<file path="config.mk">
export PLATFORM = sky130hd
export DESIGN_NAME = sar_oversample_ctrl
export DESIGN_NICKNAME = d
export VERILOG_FILES = /design/src/rtl/sar_osc_pkg.sv /design/src/rtl/sar_osc_watchdog.sv /design/src/rtl/sar_oversample_ctrl.sv
export SDC_FILE = /design/constraint.sdc
export NUM_CORES = 1
export LEC_CHECK = 0
export BUFFER_PORTS_ARGS = -buffer_cell sky130_fd_sc_hd__clkbuf_2
export CORE_AREA = 4 4 108 110
export CTS_CLUSTER_DIAMETER = 120
export DETAILED_ROUTE_END_ITERATION = 10
export DIE_AREA = 0 0 112 114
export PLACE_DENSITY = 0.51
export SETUP_SLACK_MARGIN = 0.2
export SLEW_MARGIN = 0
export SYNTH_ARGS = -nofsm -noshare
export SYNTH_HDL_FRONTEND = slang
export SYNTH_HIERARCHICAL = 1
export SYNTH_SLANG_ARGS = --single-unit
</file>
<file path="constraint.sdc">
create_clock -name CLK -period 5.09 [get_ports CLK]
set_input_delay 0.509 -clock CLK [delete_from_list [all_inputs] [get_ports CLK]]
set_output_delay 0.509 -clock CLK [all_outputs]
set_load 0.01 [all_outputs]
</file>
<file path="src/rtl/sar_osc_pkg.sv">
// sar_osc_pkg
//   Shared types and width helpers for the SAR oversampling controller.
//   - state_e    : controller FSM states (IDLE, GO, WAIT, OUT)
//   - *_DEF      : default NBITS / MAXLOG / TOUT_CYC values
//   - ACCW       : accumulator width for the default parameter set
//   - kw_f/cw_f/tw_f : counter widths derived from MAXLOG and TOUT_CYC
package sar_osc_pkg;

    typedef enum logic [1:0] {
        IDLE = 2'd0,
        GO   = 2'd1,
        WAIT = 2'd2,
        OUT  = 2'd3
    } state_e;

    localparam int NBITS_DEF    = 8;
    localparam int MAXLOG_DEF   = 4;
    localparam int TOUT_CYC_DEF = 64;
    localparam int ACCW         = NBITS_DEF + MAXLOG_DEF;

    // Width of the OSR_LOG2 exponent field (holds 0..maxlog).
    function automatic int kw_f(input int maxlog);
        return (maxlog > 0) ? $clog2(maxlog + 1) : 1;
    endfunction

    // Width of the conversion counter (holds 0..2^maxlog).
    function automatic int cw_f(input int maxlog);
        return $clog2((1 << maxlog) + 1);
    endfunction

    // Width of the watchdog counter (holds 0..tout-1).
    function automatic int tw_f(input int tout);
        return (tout > 1) ? $clog2(tout) : 1;
    endfunction

endpackage

</file>
<file path="src/rtl/sar_osc_watchdog.sv">
// sar_osc_watchdog
//   Clearable up-counter with a combinational expiry flag.
//   Ports:
//     CLK, RST  clock / async active-high reset
//     clr       synchronous clear of the count (dominates en)
//     en        count enable; expire is only asserted while enabled
//     expire    high while enabled and the count equals TOUT_CYC-1
module sar_osc_watchdog
    import sar_osc_pkg::*;
#(
    parameter int TOUT_CYC = TOUT_CYC_DEF
) (
    input  logic CLK,
    input  logic RST,
    input  logic clr,
    input  logic en,
    output logic expire
);

    localparam int TW = tw_f(TOUT_CYC);
    localparam logic [TW-1:0] LAST = TW'(TOUT_CYC - 1);

    logic [TW-1:0] cnt_q, cnt_d;

    assign expire = en && (cnt_q == LAST);

    always_comb begin
        cnt_d = cnt_q;
        if (clr) begin
            cnt_d = '0;
        end else if (en && !expire) begin
            cnt_d = cnt_q + TW'(1);
        end
    end

    always_ff @(posedge CLK or posedge RST) begin
        if (RST) begin
            cnt_q <= '0;
        end else begin
            cnt_q <= cnt_d;
        end
    end

endmodule

</file>
<file path="src/rtl/sar_oversample_ctrl.sv">
// sar_oversample_ctrl
//   Drives GO to the SAR converter, captures RESULT on each rising edge of
//   VALID and accumulates 2^OSR_LOG2 conversions, then presents the sum and
//   the averaged word on a valid/ready port. A watchdog aborts the burst if
//   VALID never rises after a GO.
//   Ports:
//     CLK, RST              clock / async active-high reset
//     START, OSR_LOG2       burst request and exponent (clamped to MAXLOG)
//     ADC_GO                one-cycle conversion request to the ADC
//     ADC_VALID, ADC_RESULT converter handshake and data
//     OUT_VALID, OUT_READY  result handshake
//     OUT_SUM, OUT_AVG      raw sum and sum >> exponent
//     BUSY                  any state other than IDLE
//     TIMEOUT               sticky watchdog abort flag, cleared by next START
//   Optional (macro SAR_OSC_WINDOW_EN): WIN_LO/WIN_HI inputs and OUT_INWIN,
//   high iff WIN_LO <= OUT_AVG <= WIN_HI, registered together with OUT_AVG.
module sar_oversample_ctrl
    import sar_osc_pkg::*;
#(
    parameter int NBITS    = NBITS_DEF,
    parameter int MAXLOG   = MAXLOG_DEF,
    parameter int TOUT_CYC = TOUT_CYC_DEF
) (
    input  logic                            CLK,
    input  logic                            RST,
    input  logic                            START,
    input  logic [kw_f(MAXLOG)-1:0]         OSR_LOG2,
    output logic                            ADC_GO,
    input  logic                            ADC_VALID,
    input  logic [NBITS-1:0]                ADC_RESULT,
    output logic                            OUT_VALID,
    input  logic                            OUT_READY,
    output logic [NBITS+MAXLOG-1:0]         OUT_SUM,
    output logic [NBITS-1:0]                OUT_AVG,
    output logic                            BUSY,
    output logic                            TIMEOUT
`ifdef SAR_OSC_WINDOW_EN
    ,
    input  logic [NBITS-1:0]                WIN_LO,
    input  logic [NBITS-1:0]                WIN_HI,
    output logic                            OUT_INWIN
`endif
);

    localparam int AW = NBITS + MAXLOG;
    localparam int KW = kw_f(MAXLOG);
    localparam int CW = cw_f(MAXLOG);

    state_e            state_q, state_d;
    logic [KW-1:0]     k_q, k_d;
    logic [AW-1:0]     acc_q, acc_d;
    logic [CW-1:0]     cnt_q, cnt_d;
    logic              vprev_q;
    logic              timeout_q, timeout_d;
    logic [AW-1:0]     out_sum_q, out_sum_d;
    logic [NBITS-1:0]  out_avg_q, out_avg_d;

    logic              valid_edge;
    logic              wd_clr, wd_en, wd_expire;
    logic [AW-1:0]     acc_sum;
    logic [NBITS-1:0]  avg_new;
    logic [CW-1:0]     cnt_inc;
    logic [CW-1:0]     target;

    function automatic logic [KW-1:0] clamp_k(input logic [KW-1:0] k);
        return (k > KW'(MAXLOG)) ? KW'(MAXLOG) : k;
    endfunction

    // The sum of 2^k samples shifted right by k always fits NBITS.
    function automatic logic [NBITS-1:0] avg_of(input logic [AW-1:0] s,
                                                input logic [KW-1:0] k);
        return NBITS'(s >> k);
    endfunction

    assign valid_edge = ADC_VALID && !vprev_q;
    assign acc_sum    = acc_q + AW'(ADC_RESULT);
    assign avg_new    = avg_of(acc_sum, k_q);
    assign cnt_inc    = cnt_q + CW'(1);
    assign target     = CW'(1) << k_q;
    assign wd_clr     = (state_q == GO);
    assign wd_en      = (state_q == WAIT);

    sar_osc_watchdog #(
        .TOUT_CYC (TOUT_CYC)
    ) u_watchdog (
        .CLK    (CLK),
        .RST    (RST),
        .clr    (wd_clr),
        .en     (wd_en),
        .expire (wd_expire)
    );

`ifdef SAR_OSC_WINDOW_EN
    logic inwin_q, inwin_d;
    assign OUT_INWIN = inwin_q;
`endif

    always_comb begin
        state_d   = state_q;
        k_d       = k_q;
        acc_d     = acc_q;
        cnt_d     = cnt_q;
        timeout_d = timeout_q;
        out_sum_d = out_sum_q;
        out_avg_d = out_avg_q;
`ifdef SAR_OSC_WINDOW_EN
        inwin_d   = inwin_q;
`endif
        unique case (state_q)
            IDLE: begin
                if (START) begin
                    k_d       = clamp_k(OSR_LOG2);
                    acc_d     = '0;
                    cnt_d     = '0;
                    timeout_d = 1'b0;
                    state_d   = GO;
                end
            end
            GO: begin
                state_d = WAIT;
            end
            WAIT: begin
                // A VALID edge takes priority over a simultaneous watchdog expiry.
                if (valid_edge) begin
                    acc_d = acc_sum;
                    cnt_d = cnt_inc;
                    if (cnt_inc == target) begin
                        out_sum_d = acc_sum;
                        out_avg_d = avg_new;
`ifdef SAR_OSC_WINDOW_EN
                        inwin_d   = (WIN_LO <= avg_new) && (avg_new <= WIN_HI);
`endif
                        state_d   = OUT;
                    end else begin
                        state_d = GO;
                    end
                end else if (wd_expire) begin
                    timeout_d = 1'b1;
                    state_d   = IDLE;
                end
            end
            OUT: begin
                if (OUT_READY) begin
                    state_d = IDLE;
                end
            end
            default: state_d = IDLE;
        endcase
    end

    always_ff @(posedge CLK or posedge RST) begin
        if (RST) begin
            state_q   <= IDLE;
            k_q       <= '0;
            acc_q     <= '0;
            cnt_q     <= '0;
            vprev_q   <= 1'b0;
            timeout_q <= 1'b0;
            out_sum_q <= '0;
            out_avg_q <= '0;
`ifdef SAR_OSC_WINDOW_EN
            inwin_q   <= 1'b0;
`endif
        end else begin
            state_q   <= state_d;
            k_q       <= k_d;
            acc_q     <= acc_d;
            cnt_q     <= cnt_d;
            vprev_q   <= ADC_VALID;
            timeout_q <= timeout_d;
            out_sum_q <= out_sum_d;
            out_avg_q <= out_avg_d;
`ifdef SAR_OSC_WINDOW_EN
            inwin_q   <= inwin_d;
`endif
        end
    end

    assign ADC_GO    = (state_q == GO);
    assign OUT_VALID = (state_q == OUT);
    assign BUSY      = (state_q != IDLE);
    assign TIMEOUT   = timeout_q;
    assign OUT_SUM   = out_sum_q;
    assign OUT_AVG   = out_avg_q;

endmodule

</file>
# Word level (Yosys, flattened, before mapping)
# Index checks and enable logic that the tools add are counted.
# word_totals
ram_bits	0
latch_bits	0
word_cells	59
rom_bits	0
out_inout_bits	24
mem_count	0
in_bits	16
register_bits	50
# op_classes
n_reduce_logical	14
eq_ne	11
magnitude_cmp	1
mux	19
n_div	0
n_addsub	3
bitwise_logic	0
multipliers	0
shift	2
# ops
operator	count
$mux W12	2
$pmux W12 S2	1
$add A12 B8 Y12	1
$mux W6	2
$shr A12 B3 Y8	1
$mux W2	5
$mux W5	2
$pmux W5 S2	1
$reduce_and A3 Y1	3
$ne A2 B2 Y1 const B	4
$pmux W2 S4	1
$add A6 B1 Y6 const B	1
$eq A6 B6 Y1 const B	1
$reduce_bool A2 Y1	3
$add A5 B1 Y5 const B	1
$eq A5 B5 Y1	1
$shl A1 B3 Y5 const A	1
$eq A2 B2 Y1 const B	2
$reduce_and A4 Y1	1
$gt A3 B3 Y1 const B	1
$logic_and A1 B1 Y1	3
$mux W1	3
$mux W3	1
$ne A3 B3 Y1 const B	1
6 further kinds	7

# Longest topological paths before layout
# Gate-level depths: netlist of run 1.
# logic_depth
ltp_word	6
mapped_depth	10
mapped_depth_nobuf	10

# By module
# Netlist of run 1, hierarchy kept.
# by_module_without_submodules
module	area_per_inst_um2	cells_each	seq_area_each_um2	instances
sar_oversample_ctrl	2783.9	301	1101.1	1
sar_osc_watchdog	386.6	40	150.1	1

# Worst setup path after synthesis of run 1
# No wires, ideal clock.
# synth_path
path_type	input-to-reg
from	input ADC_RESULT[0]
to	register out_avg_q[0] (netlist: OUT_AVG[0])
stages	10
arrival_time_ps	2443
n_path_buf	0
setup_ps	82
required_ps	5008
setup_slack_ps	2565
cell_sequence	ha_1 -> inv_1 -> fa_1 -> nor2b_1 -> o2111ai_1 -> nand3b_1 -> xor2_1 -> mux2i_1 -> a221o_1 -> a31oi_1
# synth_between
elab_chain_cells	2
# synth_rtl
element	line	text
from (decl)	sar_oversample_ctrl.sv:30	input logic [NBITS-1:0] ADC_RESULT,
$add A12 B8 Y12	sar_oversample_ctrl.sv:76	assign acc_sum = acc_q + AW'(ADC_RESULT);
$shr A12 B3 Y8	sar_oversample_ctrl.sv:72	return NBITS'(s >> k);
to (signal assigned)	sar_oversample_ctrl.sv:172	out_avg_q <= out_avg_d;
to (decl)	sar_oversample_ctrl.sv:56	logic [NBITS-1:0] out_avg_q, out_avg_d;
# No other way between the ends.
# A chain may end at the register's enable or synchronous reset.

# Worst setup path in the final report of run 1
# layout_path
from	register k_q[1]
to	register out_avg_q[2] (netlist: OUT_AVG[2])
# layout_between
elab_chain_cells	3
word_cells_on_any_way	4
classes_between	eq/ne (1); shift (2); reduce/logical (1)
# layout_rtl
element	line	text
from (decl)	sar_oversample_ctrl.sv:50	logic [KW-1:0] k_q, k_d;
from (signal assigned)	sar_oversample_ctrl.sv:166	k_q <= k_d;
$shl A1 B3 Y5	sar_oversample_ctrl.sv:79	assign target = CW'(1) << k_q;
$eq A5 B5 Y1	sar_oversample_ctrl.sv:127	if (cnt_inc == target) begin
$reduce_and A3 Y1 (no source line)	-	
# Parallel ways exist; a longest one is shown, timed or not.

==> results of run 1 <==
## power breakdown
part / switching, W / internal, W / leakage, nW
Combinational: 0.000596 / 0.000422 / 0.863
Clock: 0.000148 / 0.000100 / 0.0458
Sequential: 0.000146 / 0.000533 / 0.648
Total: 0.000891 / 0.00106 / 1.56
## how the worst max path moves through the flow
stage	startpoint	to	slack [ps]	cells after the start
6_report	k_q[1]$_DFFE_PP0P_	OUT_AVG[2]$_DFFE_PP0P_	1680	7
2_1_floorplan	ADC_RESULT[0]	OUT_AVG[0]$_DFFE_PP0P_	2570	10
4_1_cts	k_q[1]$_DFFE_PP0P_	OUT_AVG[2]$_DFFE_PP0P_	1660	7
3_5_place_dp	k_q[1]$_DFFE_PP0P_	OUT_AVG[2]$_DFFE_PP0P_	1670	7
5_1_grt	k_q[1]$_DFFE_PP0P_	OUT_AVG[2]$_DFFE_PP0P_	1450	7
3_3_place_gp	k_q[1]$_DFFE_PP0P_	OUT_AVG[2]$_DFFE_PP0P_	1740	7
## metal layers
metal / wire, microns / GRT usage, % / up-vias / part of all wire, %
li1: - / - / 1303 / -
met1: 4020 / 18.4 / 1271 / 51
met2: 3410 / 19.1 / 57 / 43
met3: 322 / 2.55 / 8 / 4.1
met4: 106 / 3.77 / 0 / 1.3
met5: 0 / 0 / - / 0
## cell usage after synthesis (3+ instances only)
cell type   n
dfrtp_1    50
nor2_1     42
nand2_1    32
o21ai_0    16
a21oi_1    15
inv_1      13
clkbuf_1   11
ha_1       10
mux2_2     10
nand3_1     9
a22o_1      8
a31oi_1     8
xor2_1      7
xnor2_1     6
mux2i_1     5
nor3_1      5
o211ai_1    5
o31ai_1     5
or2_2       5
a211oi_1    4
buf_6       4
o2111ai_1   4
a211o_1     3
and3_1      3
nand3b_1    3
nand4_1     3
nor2b_1     3
nor3b_1     3
o311a_1     3
## worst reg2reg max path, delay by kind of cell, from the launching register on
family | cells | cell delay, ps
and+or+nand+nor | 1 | 580
DFF | 1 | 900
AOI/OAI and AO/OA | 3 | 740
buffers and inverters | 2 | 720
muxes | 1 | 370
## per-stage QoR
stage | utilization, % | hold WS, ps
after floorplan | - | 300
after global placement | 32.1 | 457
after detailed placement | 32.1 | 451
after CTS | 32.9 | 101
after global routing | 32.9 | 105
final | 32.9 | 98.0
## sequential cells by signal (all words and copies together) (netlist names)
| register | count |
|---|---|
| u_watchdog/cnt_q | 6 |
| OUT_SUM | 12 |
| k_q | 3 |
| OUT_AVG | 8 |
| state_q | 2 |
| TIMEOUT | 1 |
| cnt_q | 5 |
| vprev_q | 1 |
| acc_q | 12 |
## layout make-up
| type | count | area [sq um] |
|---|---|---|
| Clock inverter | 2 | 17.5 |
| Clock buffer | 6 | 72.6 |
| Multi-Input combinational cell | 259 | 1750 |
| Sequential cell | 50 | 1250 |
| Tap cell | 140 | 175 |
| Fill cell | 1149 | 7180 |
| Inverter | 14 | 52.6 |
| Timing Repair Buffer | 40 | 203 |
## cells by family (layout without fill, tap and decap cells)
logic type	after synthesis	after routing	share of synthesized area, %
compound gates	97	97	21.6
xor+xnor	14	14	4.10
fa+ha+maj	11	11	4.58
buf+inv	32	62	5.41
flops	50	50	39.5
mux	16	16	5.84
simple gates	121	121	19.0
## layout by cell type, fill, tap and decap left out, types with 5 or more instances in the layout
| master | instances |
|---|---|
| or2_2 | 5 |
| clkbuf_2 | 39 |
| o21ai_0 | 16 |
| xnor2_1 | 6 |
| nor3_1 | 5 |
| clkbuf_8 | 5 |
| a31oi_1 | 8 |
| xor2_1 | 7 |
| a22o_1 | 8 |
| inv_1 | 12 |
| nand2_1 | 32 |
| dfrtp_1 | 50 |
| mux2_2 | 10 |
| a21oi_1 | 15 |
| ha_1 | 10 |
| nor2_1 | 42 |
| o31ai_1 | 5 |
| nand3_1 | 9 |
| o211ai_1 | 5 |
| mux2i_1 | 5 |
==> qor.yml, run 1 <==
postSynthCellCount: 341
clock_tree.buffer_depth: 2
wl_per_cell_microns: 15.4
synthDistinctLibCells: 66
die_h_microns: 114
cp_cell_sequence: "inv_1 -> or4b_1 -> a21oi_1 -> o311a_1 -> buf_4 -> mux2_2 -> a31o_2"
cp_slowest_stage_delay_ps: 900
instances_no_fill: 511
ant_nets: 0
synth_seq_cells: 50
grt_max_degree: 45
place_ws_ps: 1670
async_flop_share_pct: 100
reg2reg_depth: 7
fin_area_sq_um: 3520
vias: 2639
setup-tns-final_ps: 0
power_density_nw_per_um2: 553
dp_cells: 503
boundaryPins: 40
cts_root_buf: "clkbuf_8"
fmax_mhz: 293
final-max-slew-violation-count: 0
setup.worst_path.start_class: "register"
start_util_pct: 29.6
grt_pass1_vias: 2634
clock_sinks: 50
ys_seq_area_share_pct: 39.5
relSlewSlack_pct: 35.9
setup_viol: 0
hold_path.class: "in -> async"
cts_resized: 0
ys_warn_count: 6
grt_first_pass_wirelength_mm: 13.3
critPathTopFamily: "flip-flops"
gp_congestion: 0.806
totalPowerFinal_w: 0.00195
cts_hold_buf: 0
post_dp_cell_area_sq_um: 3430
drtIter0Drc: 114
path_class: "reg -> reg"
drive_above_1_share_pct: 19.9
required_ps: 5300
p_leak_nw: 1.56
regToRegSetupSlack_ps: 1680
numPortBuffers: 39
fp.dieW_microns: 112
postCtsSetupRepairBufs: 0
diodes: 0
die_area_sq_um: 12800
dp_hpwl_mm: 5.66
synth_nets: 368
fin_skew_ps: 6.57
synthTopCellsByArea: "dfrtp_1, nor2_1, ha_1, nand2_1, mux2_2"
cap_viol_max_count: 0
via_per_inst: 5.16
first_pass_iters: 4
final_hold_viol_count: 0
status: "complete, no violations"
rsz0062_at_grt: "false"
worst-path-buf-inv: 2
track_usage_pct: 12.7
avgSynthCellArea_sq_um: 9.30
grt.overflow.total: 0
core_sq_um: 10700
end_kind: "register"
numCtsBuffers: 5
antenna_found_initial: 0
ys.flop_type: "dfrtp_1"
rows: 38
min_period_over_period_pct: 67.0
clk_pin_slew_worst_paths_ps: 100
finalNetCount: 397
area_delta_synth_final_pct: 11.0
synth.largest_area_cell: "dfrtp_1"
fin_crit_ps: 3410
drc: 0
worst_slew_pin_slew_ps: 960
crit_path_top_delay_cell: "dfrtp_1"
clk_latency_ps: 310
crit_arrival_ps: 3620
setup_slack_ps: 1680
synth.cell_area_sq_um: 3170
worst-path-max-fanout: 26
ctsHtreeMaxLevel: 2
tritoncts: "yes"
synth_edf_count: 0
wl_mm: 7.86
rr_startpoint: "k_q[1]$_DFFE_PP0P_"
regToRegEndpoint: "OUT_AVG[2]$_DFFE_PP0P_"
max-vdd-ir-drop_uv: 211
yosysTopAreaCellShare_pct: 39.5
(Power assumes the default switching activity.)
==> run 2: changes to the inputs <==
--- a/config.mk
+++ b/config.mk
@@ -10,7 +10,7 @@
 export CTS_CLUSTER_DIAMETER = 120
 export DETAILED_ROUTE_END_ITERATION = 10
 export DIE_AREA = 0 0 112 114
-export PLACE_DENSITY = 0.51
+export PLACE_DENSITY = 0.53
 export SETUP_SLACK_MARGIN = 0.2
 export SLEW_MARGIN = 0
 export SYNTH_ARGS = -nofsm -noshare
==> constraint.sdc (replaced) <==
create_clock -name CLK -period 3.1 [get_ports CLK]
set_input_delay 0.31 -clock CLK [delete_from_list [all_inputs] [get_ports CLK]]
set_output_delay 0.31 -clock CLK [all_outputs]
set_load 0.01 [all_outputs]
==> run 2 against run 1 <==
  * Sequential power rose by 56%
  * Routed wire length fell by 2.4%
  * Clock-buffer cell count did not move
  * Register-to-register slack got worse by 1200 ps
  * Maximum frequency rose by 31%
  * Power rose by 67%
  * Core utilization rose by 0.70 points
  * Worst setup slack got worse by 1200 ps
  * First-iteration DRC count rose by 52%
  * Critical path depth rose by 3
==> qor.yml, run 2 (synthesis results as in run 1) <==
status: "complete, no violations"
regToRegSetupSlack_ps: 490
cap_viol_max_count: 0
final_hold_viol_count: 0
end_kind: "register"
required_ps: 3330
first_pass_iters: 5
min_period_over_period_pct: 84.3
hold_path.class: "in -> reg"
numPortBuffers: 39
grt_max_degree: 45
setup_viol: 0
final-max-slew-violation-count: 0
clock_sinks: 50
ant_nets: 0
drtIter0Drc: 173
numCtsBuffers: 5
worst-path-max-fanout: 5
clk_pin_slew_worst_paths_ps: 100
postCtsSetupRepairBufs: 0
hold_path_end: "vprev_q$_DFF_PP0_"
dp_cells: 510
reg2reg_depth: 10
rsz0062_at_grt: "false"
layout_common_cells: "dfrtp_1, nor2_1, clkbuf_2, nand2_1, o21ai_0"
cp_cell_sequence: "ha_1 -> inv_1 -> fa_1 -> nor2b_1 -> o2111ai_1 -> a21oi_2 -> xor2_1 -> o22ai_1 -> a211o_1 -> a31oi_1"
antenna_found_initial: 0
crit_arrival_ps: 2840
register_area_sq_um: 1250
die_area_sq_um: 12800
area_delta_synth_final_pct: 13.4
gp_congestion: 0.837
via_per_inst: 5.20
dp_hpwl_mm: 5.76
grt_first_pass_wirelength_mm: 13.1
crit_path_top_delay_cell: "fa_1"
rr_startpoint: "acc_q[0]$_DFFE_PP0P_"
path_class: "reg -> reg"
boundaryPins: 40
max-vdd-ir-drop_uv: 438
drc: 0
setup.worst_path.start_class: "register"
core_sq_um: 10700
finalNetCount: 405
grt.overflow.total: 0
wl_per_cell_microns: 14.8
fp.dieW_microns: 112
multiInputGateArea_sq_um: 1760
drive_above_1_share_pct: 21.9
track_usage_pct: 12.4
fmax_mhz: 383
tritoncts: "yes"
clock_tree.buffer_depth: 2
clk_latency_ps: 310
instances_no_fill: 519
p_leak_nw: 1.60
vias: 2701
die_h_microns: 114
cts_root_buf: "clkbuf_8"
rows: 38
diodes: 0
critPathTopFamily: "compound AO/OA/AOI/OAI gates"
relSlewSlack_pct: 37.8
min_from: "ADC_VALID"
hold_depth: 1
setup-tns-final_ps: 0
worst-path-buf-inv: 1
fillers: 1136
mostFrequentLayoutCell: "dfrtp_1"
fin_crit_ps: 2610
cp_slowest_stage_delay_ps: 400
start_util_pct: 29.6
regToRegEndpoint: "OUT_AVG[6]$_DFFE_PP0P_"
worst_slew_pin_slew_ps: 932
power_density_nw_per_um2: 903
fin_skew_ps: 11.9
ctsHtreeMaxLevel: 2
wl_mm: 7.67
grt_pass1_vias: 2579
run 2: per-layer routing:
layer / track usage (%) / routed length, microns / up-vias / share of wire [%]
met3: 2.33 / 331 / 7 / 4.3
met4: 2.88 / 58 / 0 / 0.76
met2: 18.5 / 3280 / 68 / 43
met1: 18.6 / 3990 / 1308 / 52
met5: 0 / 0 / - / 0
li1: - / - / 1318 / -
run 2: report_power, final:
group          total [W]  switching [W]  internal, W
Sequential       0.00106       0.000188     0.000876
Combinational    0.00177        0.00103     0.000744
Clock           0.000406       0.000226     0.000180
Total            0.00324        0.00144      0.00180
run 2: worst max-delay path by stage:
stage                             end  cells past startpoint  slack (ps)                  from
3_5_place_dp   OUT_AVG[3]$_DFFE_PP0P_                     11         420         ADC_RESULT[0]
6_report       OUT_AVG[6]$_DFFE_PP0P_                     10         490  acc_q[0]$_DFFE_PP0P_
5_1_grt        OUT_AVG[6]$_DFFE_PP0P_                     10         270  acc_q[0]$_DFFE_PP0P_
2_1_floorplan  OUT_AVG[0]$_DFFE_PP0P_                     10         750  acc_q[0]$_DFFE_PP0P_
4_1_cts        OUT_AVG[3]$_DFFE_PP0P_                     10         440  acc_q[0]$_DFFE_PP0P_
3_3_place_gp   OUT_AVG[3]$_DFFE_PP0P_                     11         460         ADC_RESULT[0]
run 2: per-stage QoR:
step,hold slack (ps),util [%],power (W),instance area [sq um],setup WS [ps]
floorplan,101,-,0.00235,3170,752
global placement,262,32.5,0.00283,3480,457
detailed placement,257,32.5,0.00286,3480,415
CTS,122,33.5,0.00328,3590,438
global route,126,33.6,0.00355,3590,268
finish,135,33.6,0.00324,3590,487
run 2: repair_timing:
| action | 4_1_cts | 5_1_grt |
|---|---|---|
| endpoints found under the hold margin | 6 | 0 |
| hold buffers | 1 | 0 |
| setup endpoints to repair | 0 | 2 |
| gates resized for setup | 0 | 1 |
run 2: worst register-to-register path, delay by kind of cell, from the launching register on:
kind                     cells  cell delay, ps
AO/OA/AOI/OAI                5            1050
adder cells (fa/ha/maj)      2             570
flip-flops                   1             360
XOR/XNOR                     1             350
AND/OR/NAND/NOR              1             170
buffers and inverters        1              50
run 2: layout make-up:
type / instances / share of cell area, %
well taps: 140 / 4.87
clock buffers: 6 / 2.30
inverters: 14 / 1.46
multi-input cells: 259 / 48.8
repair buffers: 48 / 7.38
clock inverters: 2 / 0.348
flip-flops and latches: 50 / 34.8
